[src/rtl/fetch_align.sv]
// fetch_align: halfword-buffered instruction fetch/align stage feeding the decoder.
// Define FETCH_RVC_EN to enable 16-bit compressed instruction support.
module fetch_align #(
  parameter logic [31:0] RESET_PC = 32'h0000_0000
) (
  input  logic        I_clk,
  input  logic        I_rst,
  input  logic        I_redirect,
  input  logic [31:0] I_redirectpc,
  output logic        O_fetchreq,
  output logic [31:0] O_fetchaddr,
  input  logic        I_fetchvalid,
  input  logic [31:0] I_fetchdata,
  output logic        O_valid,
  input  logic        I_ready,
  output logic [31:0] O_data,
  output logic [31:0] O_pc
);
`ifdef FETCH_RVC_EN
  localparam logic RVC = 1'b1;
`else
  localparam logic RVC = 1'b0;
`endif
  localparam logic [31:0] PC_MASK = RVC ? 32'hFFFF_FFFE : 32'hFFFF_FFFC;
  logic [15:0] hw_q [3];
  logic [15:0] hw_d [3];
  logic [15:0] sh [3];
  logic [1:0]  cnt_q, cnt_d, rem, ncons;
  logic [31:0] pc_q, pc_d, faddr_q, faddr_d;
  logic        skip_q, skip_d, comp, consume, done;
  always_comb begin
    comp = RVC & (hw_q[0][1:0] != 2'b11);
    ncons = comp ? 2'd1 : 2'd2;
    O_valid = ((cnt_q != 2'd0) & comp) | (cnt_q >= 2'd2);
    consume = O_valid & I_ready;
    rem = cnt_q - (consume ? ncons : 2'd0);
    O_fetchreq = ~I_rst & ~I_redirect & (rem <= 2'd1);
    done = O_fetchreq & I_fetchvalid;
    O_fetchaddr = faddr_q;
    O_pc = pc_q;
    O_data = (cnt_q == 2'd0) ? 32'h0 : comp ? {16'h0000, hw_q[0]} : {hw_q[1], hw_q[0]};
    sh[0] = !consume ? hw_q[0] : comp ? hw_q[1] : hw_q[2];
    sh[1] = !consume ? hw_q[1] : hw_q[2];
    sh[2] = hw_q[2];
    // A completed word lands right after whatever survives this cycle's consume.
    for (int i = 0; i < 3; i++)
      hw_d[i] = (done && i == int'(rem)) ? (skip_q ? I_fetchdata[31:16] : I_fetchdata[15:0]) :
                (done && !skip_q && i == int'(rem) + 1) ? I_fetchdata[31:16] : sh[i];
    cnt_d = done ? rem + (skip_q ? 2'd1 : 2'd2) : rem;
    pc_d = consume ? pc_q + {29'd0, ncons, 1'b0} : pc_q;
    faddr_d = done ? faddr_q + 32'd4 : faddr_q;
    skip_d = done ? 1'b0 : skip_q;
    if (I_redirect) begin
      cnt_d = 2'd0;
      pc_d = I_redirectpc & PC_MASK;
      faddr_d = {I_redirectpc[31:2], 2'b00};
      skip_d = RVC & I_redirectpc[1];
    end
  end
  always_ff @(posedge I_clk) begin
    if (I_rst) begin
      for (int i = 0; i < 3; i++) hw_q[i] <= 16'h0;
      cnt_q <= 2'd0;
      pc_q <= RESET_PC & PC_MASK;
      faddr_q <= {RESET_PC[31:2], 2'b00};
      skip_q <= RVC & RESET_PC[1];
    end else begin
      for (int i = 0; i < 3; i++) hw_q[i] <= hw_d[i];
      cnt_q <= cnt_d;
      pc_q <= pc_d;
      faddr_q <= faddr_d;
      skip_q <= skip_d;
    end
  end
endmodule
[config.mk]
export PLATFORM = sky130hd
export DESIGN_NAME = fetch_align
export DESIGN_NICKNAME = d
export VERILOG_FILES = /design/src/rtl/fetch_align.sv
export SDC_FILE = /design/constraint.sdc
export NUM_CORES = 1
export LEC_CHECK = 0
export CAP_MARGIN = 20
export CORE_ASPECT_RATIO = 2
export CORE_UTILIZATION = 51
export CTS_BUF_LIST = sky130_fd_sc_hd__clkbuf_8 sky130_fd_sc_hd__clkbuf_16
export CTS_CLUSTER_SIZE = 20
export DETAILED_ROUTE_END_ITERATION = 12
export PLACE_DENSITY = 0.86
export SYNTH_ARGS = -nofsm -noshare
export SYNTH_HDL_FRONTEND = slang
export SYNTH_SLANG_ARGS = --single-unit
[constraint.sdc]
create_clock -name I_clk -period 5.54 [get_ports I_clk]
set_clock_uncertainty 0.2 [all_clocks]
set_input_delay 0.554 -clock I_clk [delete_from_list [all_inputs] [get_ports I_clk]]
set_output_delay 0.554 -clock I_clk [all_outputs]
set_load 0.01 [all_outputs]
# Word level (Yosys, flattened, before mapping)
# Memories as Yosys holds them, arrays and structs flattened.
# Cells that the tools add are included.
[totals]
regBits = 66
latchBits = 0
ram_bits = 48
rom_bits = 0
input_bits = 69
output_inout_bits = 98
elab_cells = 59
n_memories = 1
[memory_table]
columns = ["name", "words", "word_bits", "rd", "rd_ports_with_merged_regs", "write_ports", "line", "rtl"]
rows = [
  ["hw_q", 3, 16, 3, 0, 3, "25", "logic [15:0] hw_q [3];"],
]
[classes]
addsub = 5
multipliers = 0
div_mod_pow = 0
order_cmp = 2
n_eq_ne = 4
shifts = 0
muxes = 21
bitwise_logic = 9
n_reduce_logical = 12
[ops]
columns = ["op", "n"]
rows = [
  ["16-bit 2-to-1 mux", 11],
  ["32-bit 2-to-1 mux", 5],
  ["32-bit by 3-bit adder with 32-bit output (second input constant)", 2],
  ["2-bit by 32-bit equality test with 1-bit output (first input constant)", 1],
  ["32-bit zero test", 1],
  ["1-bit logical AND", 6],
  ["1-bit bitwise AND", 4],
  ["2-bit equality test (first input constant)", 2],
  ["2-bit zero test", 2],
  ["2-bit 2-to-1 mux", 2],
  ["2-bit nonzero test", 2],
  ["2-bit by 1-bit adder with 3-bit output (second input constant)", 1],
  ["2-bit by 3-bit equality test with 1-bit output (first input constant)", 1],
  ["1-bit 2-to-1 mux", 3],
  ["1-bit OR", 3],
  ["2-bit adder (second input constant)", 1],
  ["2-bit >= comparator (second input constant)", 1],
  ["2-bit by 1-bit <= comparator with 1-bit output (second input constant)", 1],
  ["1-bit inverter", 2],
  ["2-bit OR reduction", 1],
  ["2-bit subtractor", 1],
]

# Logic depth before layout (Yosys ltp)
[logic_depth]
word_depth = 11
mapped_depth = 10
ltp_nobuf = 7

# Worst setup path after synthesis
# OpenSTA, ideal clock, no wires.
[synth_path]
kind = "input to register"
from = "in I_redirect"
to = "mem hw_q[2][5] (netlist: hw_q[0][37])"
arrival_time_ns = 2.428
required_ns = 5.212
slack_ns = 2.784
stages = 9
n_path_buf = 4
path_cell_list = "buf_6 > or2_1 > buf_6 > nor3_4 > ha_1 > clkbuf_1 > clkbuf_1 > mux2i_1 > nor2_1"
[synth_lines]
columns = ["element", "line", "rtl"]
rows = [
  ["from (decl)", "8", "input logic I_redirect,"],
  ["to (decl)", "25", ""],
]

==> impl_metrics.ini <==
[status]
outcome = complete, no violations

[clocking]
clk_path_buf_depth = 2
path_clk_slew_ps = 70
hold_buffers = 0
ctsResizeCount = 0
clock_sinks = 109
cts_tree = yes
cts-buffers-inserted = 9
clkLatencyLatePin_ps = 350
h-tree-depth = 3
post_cts_buffers = 0
ctsRootBufferMaster = clkbuf_16

[finish]
fillCellCount = 844
drive_gt1_share_pct = 3.614
layout_common_cells = clkdlybuf4s50_1, dfxtp_1, a21oi_1
area_delta_synth_final_pct = 34.27
layout_commonest_cell = clkdlybuf4s50_1
nets = 898

[grt]
grt_max_degree = 84
overflow = 0
grt_util_all_layers_pct = 32.05
grt_pass1_vias = 5406
grt_antenna_before_repair = 1
grt_pass1_wl_mm = 26.64

[critical_path]
crit_required_ps = 5540
max_stage_delay_ps = 930
end_kind = flop
critPathLaunchType = primary input
path_class = in2reg
path_delay_family = adder cells
cp_cell_sequence = clkdlybuf4s50_1 -> nand2b_1 -> inv_2 -> nor3_4 -> ha_1 -> mux2i_1 -> nor2_1
crit_buf_inv = 2
crit_path_top_delay_cell = ha_1
cp_max_fo = 16
arrival_ps = 3270

[synth]
synth_edf_count = 0
seq_area_frac_synth_pct = 39.37
ys_seq_elements = 109
avgSynthCellArea_um2 = 7.975
synthFlopType = dfxtp_1
ys_types = 47
async_flop_share_pct = 0
syn_area_um2 = 5543
synth_warnings = 0
synth_cells = 695

[timing]
holdWs_ps = 299.1
finalSetupViolCount = 0
slew_headroom_pct = 28.81
setup_ws_ps = 2276
finalHoldViolCount = 0
tns_ps = 0
timing.final.crit_period_ps = 3264
fin_crit_sh_pct = 58.91
worstMarginPinSlew_ps = 1068
clock.fmax_mhz = 306.4
rsz0062_at_grt = false
slew_viol_final = 0

[pwr]
p_sw_share_pct = 25.97
p_int_mw = 1.293
clkPwrFrac_pct = 35.7
combPwrFrac_pct = 14.6
p_leak_nw = 2.733
ir_drop_mv = 0.2132
p_sw_uw = 453.5
seqPwrFrac_pct = 49.7
power_density_nw_per_um2 = 234.6

[job]
cap_viol_max_count = 0

[floorplanning]
initial_core_util_pct = 52.57
die_area_um2 = 11310
fp.dieH_um = 149.4
ios = 167
die_w_um = 75.72
core-area_um2 = 10540
num_rows = 53

[placement]
pre_cts_slack_ps = 1885
portBuffers = 160
place_congestion = 0.9022
hpwl_mm = 13.22

[routing]
vias_per_cell = 5.723
antenna_left = 0
first_pass_iters = 5
drc = 0
dr.first_iter.drc_count = 328
wl_per_cell_um = 18.39
routed_wl_mm = 17.80
vias = 5540

[min_path]
hold_path_class = reg2reg
power groups by stage:
stage	clock network [mW]	registers [mW]	logic [mW]
final	0.624	0.868	0.255
after global routing	0.657	0.873	0.276
after global placement	0	0.883	0.245
after detailed placement	0	0.885	0.250
after floorplan	0	0.888	0.105
after CTS	0.631	0.867	0.252
final cells by class:
type | count | area (um2) | share of cell area [%]
flip-flops and latches | 109 | 2182 | 29.32
repair buffers | 166 | 1649 | 22.16
diodes | 1 | 2.502 | 0.03362
multi-input cells | 508 | 3033 | 40.75
inverters | 31 | 116.4 | 1.564
well taps | 137 | 171.4 | 2.303
clock inverters | 5 | 35.03 | 0.4707
clock buffers | 11 | 252.7 | 3.396
cell usage after synthesis (2+ instances only):
| cell | instances | share of area, % |
|---|---|---|
| a21boi_0 | 20 | 2.7 |
| a21boi_1 | 3 | 0.41 |
| a21oi_1 | 93 | 8.4 |
| a31oi_1 | 3 | 0.34 |
| and2_1 | 38 | 4.3 |
| and3_1 | 13 | 1.5 |
| and4_1 | 8 | 1.3 |
| buf_1 | 5 | 0.34 |
| buf_2 | 5 | 0.45 |
| buf_4 | 4 | 0.54 |
| buf_6 | 2 | 0.41 |
| clkbuf_1 | 33 | 2.2 |
| dfxtp_1 | 109 | 39 |
| ha_1 | 4 | 0.90 |
| inv_1 | 30 | 2.0 |
| mux2i_1 | 17 | 3.1 |
| nand2_1 | 74 | 5.0 |
| nand2b_1 | 2 | 0.23 |
| nand3_1 | 14 | 1.3 |
| nand4_1 | 28 | 3.2 |
| nor2_1 | 63 | 4.3 |
| nor3_1 | 8 | 0.72 |
| nor4_1 | 13 | 1.5 |
| nor4b_1 | 2 | 0.32 |
| o21a_1 | 26 | 3.5 |
| o21ai_0 | 2 | 0.18 |
| or3_1 | 4 | 0.45 |
| or4_1 | 2 | 0.27 |
| xnor2_1 | 38 | 6.0 |
| xor2_1 | 15 | 2.4 |
final timing paths:
check	startpoint	endpoint	cells past startpoint	slack (ps)
worst min register to register	hw_q[0][41]	hw_q[0][41]	2	300
worst max register to register	cnt_q[1]	hw_q[0][44]	7	2570
worst max-delay path	I_ready	hw_q[0][44]	7	2280
worst min-delay path	hw_q[0][41]	hw_q[0][41]	2	300
layer usage:
metal  track usage (%)  up-vias  wire length (um)
met5                 0        -                 0
met4             27.31        0              1368
met3             7.811       71              1116
met2             56.70      247              9515
met1             28.76     2598              5803
li1                  -     2624                 -
state kept, by name, indices dropped and copies added (netlist names):
signal       count
O_fetchaddr     30
O_pc            30
hw_q            48
cnt_q            1
stage by stage:
stage | cells | util, % | total power [mW] | cell area [um2]
6_report | 968 | 70.58 | 1.746 | 7442
5_1_grt | 967 | 70.56 | 1.805 | 7440
4_1_cts | 966 | 70.37 | 1.750 | 7420
3_5_place_dp | 950 | 67.64 | 1.136 | 7132
3_3_place_gp | 950 | 67.64 | 1.128 | 7132
2_1_floorplan | 698 | - | 0.9928 | 5554
cells by family (layout without fill, tap and decap cells):
| family | after synthesis | in the layout | share of synthesized area, % |
|---|---|---|---|
| multiplexers | 18 | 18 | 3.273 |
| AO/OA/AOI/OAI | 153 | 153 | 16.43 |
| other | 1 | 5 | 0.06766 |
| XOR/XNOR | 53 | 53 | 8.375 |
| adder cells (fa/ha/maj) | 4 | 4 | 0.9030 |
| flip-flops | 109 | 109 | 39.37 |
| buffers and inverters | 81 | 213 | 6.162 |
| AND/OR/NAND/NOR | 276 | 276 | 25.42 |
tightest hold or removal path, cell delays in order, from the launching register on:
cell,delay (ps)
dfxtp_1,330
mux2i_1,70
nor2_1,70
Note: power is estimated with default switching activity, not from simulation.
